[config.mk]
export PLATFORM = sky130hd
export DESIGN_NAME = logic_eval_pipe
export DESIGN_NICKNAME = d
export VERILOG_FILES = /design/src/rtl/logic_eval_pipe.sv
export SDC_FILE = /design/constraint.sdc
export NUM_CORES = 1
export LEC_CHECK = 0
export CAP_MARGIN = 0
export CORE_UTILIZATION = 42
export CTS_CLUSTER_DIAMETER = 150
export CTS_CLUSTER_SIZE = 20
export DETAILED_ROUTE_END_ITERATION = 8
export PLACE_DENSITY = 0.88
export SLEW_MARGIN = 20
export SYNTH_ARGS = -nofsm -noshare
export SYNTH_HDL_FRONTEND = slang
export SYNTH_SLANG_ARGS = --single-unit
[constraint.sdc]
create_clock -name clk -period 1.3 [get_ports clk]
set_clock_uncertainty 0.05 [all_clocks]
set_input_delay 0.26 -clock clk [delete_from_list [all_inputs] [get_ports clk]]
set_output_delay 0.26 -clock clk [all_outputs]
set_load 0.1 [all_outputs]
[src/rtl/logic_eval_pipe.sv]
// Two-stage elastic pipeline evaluating the x/y logic function set bitwise over WIDTH-bit operands.
// Optional statistics counters are built only when the STATS_EN macro is defined.
module logic_eval_pipe #(
  parameter int unsigned WIDTH = 8,
  parameter int unsigned CNT_W = 16,
  parameter int unsigned X1_W  = 16
) (
  input  logic             clk,
  input  logic             rst_n,
  input  logic             in_valid,
  output logic             in_ready,
  input  logic [WIDTH-1:0] a,
  input  logic [WIDTH-1:0] b,
  input  logic [WIDTH-1:0] c,
  input  logic [1:0]       mode,
  output logic             out_valid,
  input  logic             out_ready,
  output logic [WIDTH-1:0] x,
  output logic [WIDTH-1:0] y,
  input  logic             stats_clr,
  output logic [CNT_W-1:0] txn_cnt,
  output logic [X1_W-1:0]  x_ones
);

  logic             s1_v_q, s2_v_q;
  logic [WIDTH-1:0] s1_a_q, s1_b_q, s1_c_q;
  logic [1:0]       s1_mode_q;
  logic [WIDTH-1:0] s2_x_q, s2_y_q;
  logic [WIDTH-1:0] f_x, f_y;
  logic             s1_rdy, s2_rdy;

  // Backward ready path is purely combinational so a full pipe still moves every cycle.
  assign s2_rdy   = ~s2_v_q | out_ready;
  assign s1_rdy   = ~s1_v_q | s2_rdy;
  assign in_ready = s1_rdy;

  always_comb begin
    f_x = '0;
    f_y = '0;
    unique case (s1_mode_q)
      2'b00: begin
        f_x = ~s1_c_q ^ (s1_a_q | s1_b_q);
        f_y = s1_a_q & s1_b_q;
      end
      2'b01: begin
        f_x = s1_c_q ^ (s1_a_q | s1_b_q);
        f_y = s1_a_q & s1_b_q;
      end
      2'b10: begin
        f_x = ~s1_c_q ^ (s1_a_q & s1_b_q);
        f_y = s1_a_q | s1_b_q;
      end
      2'b11: begin
        f_x = s1_a_q;
        f_y = s1_b_q;
      end
    endcase
  end

  always_ff @(posedge clk or negedge rst_n) begin
    if (!rst_n) begin
      s1_v_q    <= 1'b0;
      s1_a_q    <= '0;
      s1_b_q    <= '0;
      s1_c_q    <= '0;
      s1_mode_q <= '0;
    end else if (s1_rdy) begin
      s1_v_q <= in_valid;
      if (in_valid) begin
        s1_a_q    <= a;
        s1_b_q    <= b;
        s1_c_q    <= c;
        s1_mode_q <= mode;
      end
    end
  end

  always_ff @(posedge clk or negedge rst_n) begin
    if (!rst_n) begin
      s2_v_q <= 1'b0;
      s2_x_q <= '0;
      s2_y_q <= '0;
    end else if (s2_rdy) begin
      s2_v_q <= s1_v_q;
      if (s1_v_q) begin
        s2_x_q <= f_x;
        s2_y_q <= f_y;
      end
    end
  end

  assign out_valid = s2_v_q;
  assign x         = s2_x_q;
  assign y         = s2_y_q;

`ifdef STATS_EN
  localparam int unsigned PopW = $clog2(WIDTH + 1);
  localparam int unsigned SumW = ((X1_W > PopW) ? X1_W : PopW) + 1;

  logic             out_fire;
  logic [PopW-1:0]  x_pop;
  logic [SumW-1:0]  ones_sum;
  logic [CNT_W-1:0] cnt_q, cnt_d;
  logic [X1_W-1:0]  ones_q, ones_d;

  assign out_fire = s2_v_q & out_ready;

  always_comb begin
    x_pop = '0;
    for (int unsigned i = 0; i < WIDTH; i++) begin
      x_pop = x_pop + PopW'(s2_x_q[i]);
    end
    ones_sum = SumW'(ones_q) + SumW'(x_pop);
  end

  // Clear takes priority over a coincident transfer; that transfer is dropped from the stats.
  always_comb begin
    cnt_d  = cnt_q;
    ones_d = ones_q;
    if (stats_clr) begin
      cnt_d  = '0;
      ones_d = '0;
    end else if (out_fire) begin
      cnt_d  = cnt_q + CNT_W'(1);
      ones_d = ((ones_sum >> X1_W) != '0) ? '1 : X1_W'(ones_sum);
    end
  end

  always_ff @(posedge clk or negedge rst_n) begin
    if (!rst_n) begin
      cnt_q  <= '0;
      ones_q <= '0;
    end else begin
      cnt_q  <= cnt_d;
      ones_q <= ones_d;
    end
  end

  assign txn_cnt = cnt_q;
  assign x_ones  = ones_q;
`else
  logic unused_stats_clr;
  assign unused_stats_clr = stats_clr;
  assign txn_cnt          = '0;
  assign x_ones           = '0;
`endif

endmodule

==> results of run 1 <==
==> state kept, by name, indices dropped and copies added, names as in the netlist <==
| name | count |
|---|---|
| y | 8 |
| x | 8 |
| s1_a_q | 8 |
| s1_mode_q | 2 |
| out_valid | 1 |
| s1_b_q | 8 |
| s1_v_q | 1 |
| s1_c_q | 8 |
==> path summary, 6_finish.rpt <==
| kind | slack (ns) | end | startpoint | cells past startpoint |
|---|---|---|---|---|
| setup / recovery | -0.17 | in_ready | out_valid | 3 |
| hold / removal | 0.30 | y[0] | rst_n | 2 |
| setup reg to reg | -0.17 | s1_c_q[6] | out_valid | 5 |
| hold reg to reg | 0.52 | s1_b_q[4] | s1_b_q[4] | 1 |
| max in group asynchronous | 0.43 | out_valid | rst_n | 3 |
| min in group clk | 0.36 | out_valid | out_ready | 3 |
==> power groups by stage <==
stage | sequential [µW] | combinational, µW | clock [µW]
finish | 2010 | 3370 | 1030
global route | 2050 | 3500 | 1110
CTS | 1950 | 3270 | 1060
detailed placement | 1980 | 3180 | 0
global placement | 1960 | 3130 | 0
floorplan | 2950 | 1240 | 0
==> critical path: stages (launching register included) <==
cell and delay (ns):
dfrtp_4 0.50, nand3b_4 0.10, buf_6 0.11, buf_12 0.16
==> layer usage <==
layer,share of wire [%],track usage [%],up-vias
met3,6.4,4.77,10
li1,-,-,866
met1,37,19.9,885
met4,1.8,9.26,0
met2,55,33.3,85
met5,0,0,-
==> cell type report <==
cell class	count	share of cell area (%)
tap	72	2.59
timing repair buffer	66	26.5
sequential	44	31.9
multi-input combinational	179	35.8
clock inverter	2	1.01
clock buffer	6	2.09
inverter	1	0.108
==> logic make-up after synthesis <==
family	after synthesis	synth area share [%]
adder cells (fa/ha/maj)	1	0.459
flip-flops	44	44.9
multiplexers	34	15.2
other	1	0.153
AND/OR/NAND/NOR	65	13.2
XOR/XNOR	7	2.50
buffers and inverters	45	13.4
AO/OA/AOI/OAI	40	10.2
==> cells in the mapped netlist <==
master / number / area (µm²)
a21oi_1: 8 / 40.0
a2bb2oi_1: 7 / 61.3
a31oi_1: 16 / 100
and2_0: 1 / 6.26
and2_1: 1 / 6.26
buf_2: 8 / 40.0
buf_4: 32 / 240
buf_6: 4 / 45.0
conb_1: 1 / 3.75
dfrtp_1: 44 / 1100
inv_1: 1 / 3.75
maj3_2: 1 / 11.3
mux2_2: 26 / 293
mux2i_1: 8 / 80.1
nand2_1: 8 / 30.0
nand2_2: 1 / 6.26
nand2b_1: 4 / 25.0
nand3b_4: 1 / 20.0
nor2_1: 32 / 120
nor2b_1: 15 / 93.8
nor3_1: 1 / 5.00
nor3_2: 1 / 10.0
o21a_1: 1 / 7.51
o21ai_0: 8 / 40.0
xor2_1: 7 / 61.3
==> what timing repair did <==
item                                   CTS  global route
buffers inserted                         4             2
gates resized for setup                  8            32
hold buffers                             1             0
setup endpoints to repair               15            44
endpoints found under the hold margin    8             0
cloned                                   2             2
==> metrics by stage <==
| step | setup WS, ns | hold slack (ns) | cell area [µm²] |
|---|---|---|---|
| after floorplan | -0.543 | -0.0856 | 2590 |
| after global placement | -0.279 | 0.0947 | 3100 |
| after detailed placement | -0.309 | 0.0944 | 3100 |
| after CTS | -0.168 | 0.297 | 3330 |
| after global routing | -0.212 | 0.328 | 3480 |
| final | -0.174 | 0.304 | 3480 |
==> impl_metrics.csv, run 1 <==
group,metric,value,unit
outcome,run_status,"complete, but fails checks",
outcome,violations,"negative setup slack",
grt,track_usage,18.5,%
sta,setup_violations,44,
final_layout,final_common_cell,"dfrtp_1",
setup_path,start_kind,"register",
power_and_ir_drop,p_leak,0.00152,µW
clock_network,clk_latency,0.30,ns
power_and_ir_drop,fin_total_pwr,6400,µW
placement,place.gp.congestion,0.705,
power_and_ir_drop,sw_frac_of_total,45.9,%
die,core,5570,µm²
die,dieArea,6150,µm²
yosys,synth_warnings,0,
power_and_ir_drop,combPwrFrac,52.5,%
detailed_routing,routedWlPerCell,14.8,µm
sta,layout_setup_ws,-0.174,ns
die,dieHeight,78.4,µm
yosys,synth_cell_types,25,
final_layout,syn_to_final_growth,41.9,%
final_layout,regArea,1110,µm²
final_layout,fin_util,62.4,%
clock_network,clockBufferDepth,2,
final_layout,final_nets,328,
final_layout,stdcell_count,370,
clock_network,cts_tree,"yes",
placement,dp.cells,352,
sta,slew_violations,0,
clock_network,clk_pin_slew_worst_paths,0.08,ns
yosys,netlist_instances,237,
detailed_routing,drc,0,
setup_path,critPathKind,"reg2out",
detailed_routing,post_drt_via_cell_ratio,4.99,
worst_hold_path,hp-class,"in2async",
detailed_routing,vias,1846,
clock_network,cts_buffers,5,
yosys,synth-seq-cells,44,
power_and_ir_drop,power.switching,2940,µW
clock_network,htreeDepth,2,
die,die_width,78.4,µm
placement,hpwl,3480,µm
yosys,synth.avg_cell_area,10.3,µm²
die,io_pins,81,
sta,period_needed,1.47,ns
setup_path,worstPathMaxFanout,2,
detailed_routing,antenna_left,0,
final_layout,final_cell_mix,"dfrtp_1 (40), conb_1 (32), clkdlybuf4s50_1 (27), mux2_2 (24), buf_12 (23)",
yosys,seq_area_frac_synth,44.9,%
final_layout,drive_gt1_share,32.6,%
die,start_util,44.0,%
setup_path,critPathCaptureType,"primary output",
sta,fin_tns_setup,-4.95,ns
power_and_ir_drop,pwr-share-seq,31.4,%
sta,hold_viol_final,0,
setup_path,cp.arrival,1.16,ns
power_and_ir_drop,ir_drop,0.00105,V
grt,gr-total-overflow,0,
power_and_ir_drop,internal_power,3470,µW
final_layout,fillCellCount,433,
placement,portBuffers,47,
clock_network,cts-root-buf,"clkbuf_8",
sta,fmax,678,MHz
job,maxCapViolCount,0,
grt,grt_max_degree,26,
clock_network,clock-sinks,44,
grt,grt_pass1_vias,1773,
grt,grt_pass1_wl,8430,µm
final_layout,multiInputGateArea,1250,µm²
final_layout,antenna_cells,0,
detailed_routing,first_pass_iters,4,
yosys,syn_area,2450,µm²
power_and_ir_drop,p_clk_share,16.1,%
sta,period_share,113,%
detailed_routing,drt-total-wl,5480,µm
power_and_ir_drop,powerDensity,1840,nW/µm²
die,row_count,27,
setup_path,worstPathRequired,0.99,ns
detailed_routing,first_iter_violations,102,
sta,rsz0062_at_grt,"yes",
grt,antenna_found_initial,0,
No activity file was read; power rests on OpenSTA's default activity.
==> inputs of run 2 (changes only) <==
- REMOVE_ABC_BUFFERS: unset -> 1
==> impl_metrics.csv, run 2 (same netlist as run 1, synthesis figures left out) <==
group,metric,value,unit
placement,portBuffers,47,
grt,grt_pass1_vias,1615,
clock_network,htreeDepth,2,
placement,place.gp.congestion,0.760,
clock_network,clock-sinks,44,
detailed_routing,first_pass_iters,5,
grt,antenna_found_initial,0,
setup_path,cp.arrival,1.54,ns
final_layout,fillCellCount,430,
power_and_ir_drop,ir_drop,0.000928,V
clock_network,cts_tree,"yes",
final_layout,syn_to_final_growth,37.9,%
die,die_width,78.4,µm
die,io_pins,81,
final_layout,fin_area,3380,µm²
final_layout,final_nets,328,
setup_path,worstPathMaxFanout,7,
clock_network,clk_latency,0.30,ns
worst_hold_path,hp-class,"in2async",
clock_network,clockBufferDepth,2,
detailed_routing,first_iter_violations,110,
clock_network,cts-root-buf,"clkbuf_8",
detailed_routing,post_drt_via_cell_ratio,4.96,
power_and_ir_drop,p_leak,0.00149,µW
detailed_routing,drc,0,
sta,hold_viol_final,0,
sta,period_needed,1.40,ns
sta,rsz0062_at_grt,"yes",
detailed_routing,routedWlPerCell,14.0,µm
setup_path,start_kind,"register",
grt,gr-total-overflow,0,
grt,grt_pass1_wl,7210,µm
setup_path,reg2regPathDepth,5,
job,maxCapViolCount,0,
sta,slew_violations,0,
die,start_util,44.0,%
clock_network,cts_buffers,5,
final_layout,final_cell_mix,"dfrtp_1 (43), conb_1 (32), nor2_1 (27), clkdlybuf4s50_1 (27), mux2_2 (26)",
outcome,run_status,"complete, but fails checks",
clock_network,clk_pin_slew_worst_paths,0.09,ns
power_and_ir_drop,powerDensity,1830,nW/µm²
sta,layout_setup_ws,-0.104,ns
sta,period_share,108,%
die,row_count,27,
sta,fmax,712,MHz
final_layout,drive_gt1_share,29.9,%
die,core,5570,µm²
setup_path,worstPathRequired,1.43,ns
setup_path,reg2reg_slack,-0.10,ns
placement,hpwl,3420,µm
outcome,violations,"negative setup slack",
final_layout,antenna_cells,0,
grt,track_usage,15.6,%
setup_path,critPathKind,"reg2reg",
power_and_ir_drop,fin_total_pwr,6170,µW
placement,place_area,3130,µm²
detailed_routing,drt-total-wl,5160,µm
grt,grt_max_degree,45,
final_layout,final_common_cell,"dfrtp_1",
sta,setup_violations,29,
setup_path,critPathCaptureType,"register",
detailed_routing,vias,1836,
detailed_routing,antenna_left,0,
die,dieArea,6150,µm²
die,dieHeight,78.4,µm
-- run 2: metal layers --
metal | global-route usage (%) | wire (µm) | vias up
met5 | 0 | 0 | -
met2 | 27.5 | 2800 | 70
met4 | 9.63 | 168 | 0
met1 | 16.6 | 1950 | 884
li1 | - | - | 869
met3 | 3.95 | 235 | 13
-- run 2: critical path: stages (launching register included) --
cell	delay (ns)
dfrtp_1	0.41
nand3b_4	0.10
buf_4	0.16
nand2_8	0.09
clkbuf_16	0.16
mux2_2	0.32
-- run 2: worst paths after layout --
path	startpoint	to
setup reg to reg	out_valid	s1_c_q[7]
setup / recovery	out_valid	s1_c_q[7]
max in group asynchronous	rst_n	s1_mode_q[1]
hold / removal	rst_n	y[6]
min in group clk	out_ready	s1_v_q
hold reg to reg	s1_v_q	out_valid
-- run 2: timing repair --
action / CTS / global route
endpoints found under the hold margin: 44 / 0
hold buffers: 1 / 0
gates cloned: 0 / 3
resized for setup: 3 / 18
setup endpoints to repair: 31 / 44
buffers inserted: 0 / 1
pin swaps: 0 / 3
-- run 2: per-stage QoR --
stage	instances	setup TNS (ns)	hold slack [ns]	util (%)	setup slack, ns
floorplan	224	-43.34	-0.0856	-	-1.23
global placement	357	-11.74	0.202	56.2	-0.314
detailed placement	357	-12.75	0.204	56.2	-0.358
CTS	366	-0.236	0.416	58.1	-0.118
global route	370	-3.83	0.424	60.7	-0.147
finish	370	-2.25	0.394	60.7	-0.104
-- run 2: cell type report --
cell class	instances	area [µm²]	share of cell area, %
Sequential cell	44	1100	32.6
Timing Repair Buffer	66	900	26.6
Clock buffer	6	82.6	2.44
Clock inverter	2	10.0	0.296
Tap cell	72	90.1	2.66
Multi-Input combinational cell	179	1190	35.3
Inverter	1	3.75	0.111
-- run 2: report_power, final --
part	total [µW]	leakage [µW]	internal [µW]	switching, µW
clock	896	0.0000510	425	472
sequential	1960	0.000502	1640	323
combinational	3310	0.000934	1210	2100
total	6170	0.00149	3280	2900
==> inputs of run 3 (changes only) <==
- CAP_MARGIN: 0 -> 30
- RECOVER_POWER: unset -> 100
==> impl_metrics.csv, run 3 (same netlist as run 1, synthesis figures left out) <==
group,metric,value,unit
outcome,run_status,"complete, but fails checks",
outcome,violations,"negative setup slack",
detailed_routing,first_pass_iters,4,
grt,grt_pass1_vias,1615,
clock_network,cts-root-buf,"clkbuf_8",
sta,setup_violations,29,
setup_path,start_kind,"register",
clock_network,clockBufferDepth,2,
sta,fmax,712,MHz
clock_network,clk_latency,0.30,ns
die,die_width,78.4,µm
power_and_ir_drop,ir_drop,0.000927,V
power_and_ir_drop,powerDensity,1830,nW/µm²
sta,relSlewSlack,60.5,%
detailed_routing,post_drt_via_cell_ratio,4.92,
final_layout,stdcell_count,370,
setup_path,startpoint,"out_valid",
clock_network,clk_pin_slew_worst_paths,0.08,ns
sta,layout_setup_ws,-0.104,ns
sta,hold_viol_final,0,
job,maxCapViolCount,0,
power_and_ir_drop,p_leak,0.00148,µW
setup_path,worstPathRequired,1.43,ns
grt,grt_max_degree,45,
die,dieArea,6150,µm²
placement,place_area,3130,µm²
die,core,5570,µm²
placement,portBuffers,47,
placement,hpwl,3420,µm
detailed_routing,routedWlPerCell,14.1,µm
final_layout,final_common_cell,"dfrtp_1",
final_layout,fin_util,60.4,%
detailed_routing,drt-total-wl,5200,µm
detailed_routing,first_iter_violations,134,
setup_path,cp.arrival,1.54,ns
final_layout,antenna_cells,0,
final_layout,fin_area,3370,µm²
sta,slew_violations,0,
sta,period_share,108,%
die,row_count,27,
worst_hold_path,hp-class,"in2reg",
grt,grt_pass1_wl,7210,µm
detailed_routing,vias,1819,
clock_network,htreeDepth,2,
placement,place.gp.congestion,0.760,
sta,rsz0062_at_grt,"yes",
clock_network,cts_tree,"yes",
detailed_routing,antenna_left,0,
grt,antenna_found_initial,0,
final_layout,syn_to_final_growth,37.4,%
clock_network,clock-sinks,44,
setup_path,worstReg2RegEnd,"s1_c_q[7]",
clock_network,cts_buffers,5,
setup_path,worstPathMaxFanout,7,
sta,tightest_slew,0.592,ns
final_layout,drive_gt1_share,29.9,%
grt,track_usage,15.6,%
grt,gr-total-overflow,0,
sta,period_needed,1.40,ns
placement,dp.cells,357,
detailed_routing,drc,0,
die,io_pins,81,
setup_path,critPathCaptureType,"register",
die,dieHeight,78.4,µm
die,start_util,44.0,%
setup_path,critPathKind,"reg2reg",
final_layout,final_nets,328,
setup_path,cp-endpoint,"s1_c_q[7]",
setup_path,reg2reg_slack,-0.10,ns
setup_path,reg2reg_from,"out_valid",
setup_path,reg2regPathDepth,5,
final_layout,final_cell_mix,"dfrtp_1 (43), conb_1 (32), nor2_1 (27), clkdlybuf4s50_1 (27), mux2_2 (26)",
-- run 3: per-layer routing --
metal | GRT usage (%) | up-vias | share of wire [%]
li1 | - | 868 | -
met1 | 16.6 | 870 | 38
met2 | 27.5 | 71 | 54
met3 | 3.95 | 10 | 4.8
met4 | 9.63 | 0 | 3.1
met5 | 0 | - | 0
-- run 3: where the power goes --
part / switching (µW) / total [µW] / internal, µW
Clock: 470 / 895 / 425
Sequential: 323 / 1960 / 1640
Combinational: 2100 / 3310 / 1210
-- run 3: timing repair --
item,4_1_cts,5_1_grt
setup buffers,0,1
endpoints found under the setup margin,31,44
hold buffers,1,0
resized for setup,3,18
endpoints found under the hold margin,44,0
cloned,0,3
pin swaps,0,3
-- run 3: worst min-delay path by stage --
stage / cells after the start / endpoint / startpoint / slack [ns]
2_1_floorplan: 0 / out_valid / rst_n / -0.09
6_report: 4 / s1_v_q / out_ready / 0.47
3_3_place_gp: 2 / y[6] / rst_n / 0.20
3_5_place_dp: 2 / y[6] / rst_n / 0.20
4_1_cts: 3 / s1_a_q[5] / rst_n / 0.42
5_1_grt: 4 / s1_v_q / out_ready / 0.47
-- run 3: final cells by class --
| cell class | instances | area, µm² |
|---|---|---|
| repair buffers | 66 | 887 |
| clock inverters | 2 | 10.0 |
| inverters | 1 | 3.75 |
| fillers | 432 | 2210 |
| multi-input cells | 179 | 1190 |
| flip-flops and latches | 44 | 1100 |
| clock buffers | 6 | 82.6 |
| well taps | 72 | 90.1 |
-- run 3: through the flow --
step	hold slack, ns	TNS (ns)	worst slack (ns)	total power (µW)
after floorplan	-0.0856	-43.34	-1.23	4040
after global placement	0.202	-11.74	-0.314	5110
after detailed placement	0.204	-12.75	-0.358	5180
after CTS	0.416	-0.236	-0.118	6070
after global routing	0.466	-3.83	-0.147	6410
final	0.466	-2.21	-0.104	6170
-- run 3: critical path: stages (launching register included) --
cell and delay, ns:
dfrtp_1 0.41, nand3b_4 0.10, buf_4 0.16, nand2_8 0.09
clkbuf_16 0.16, mux2_2 0.32
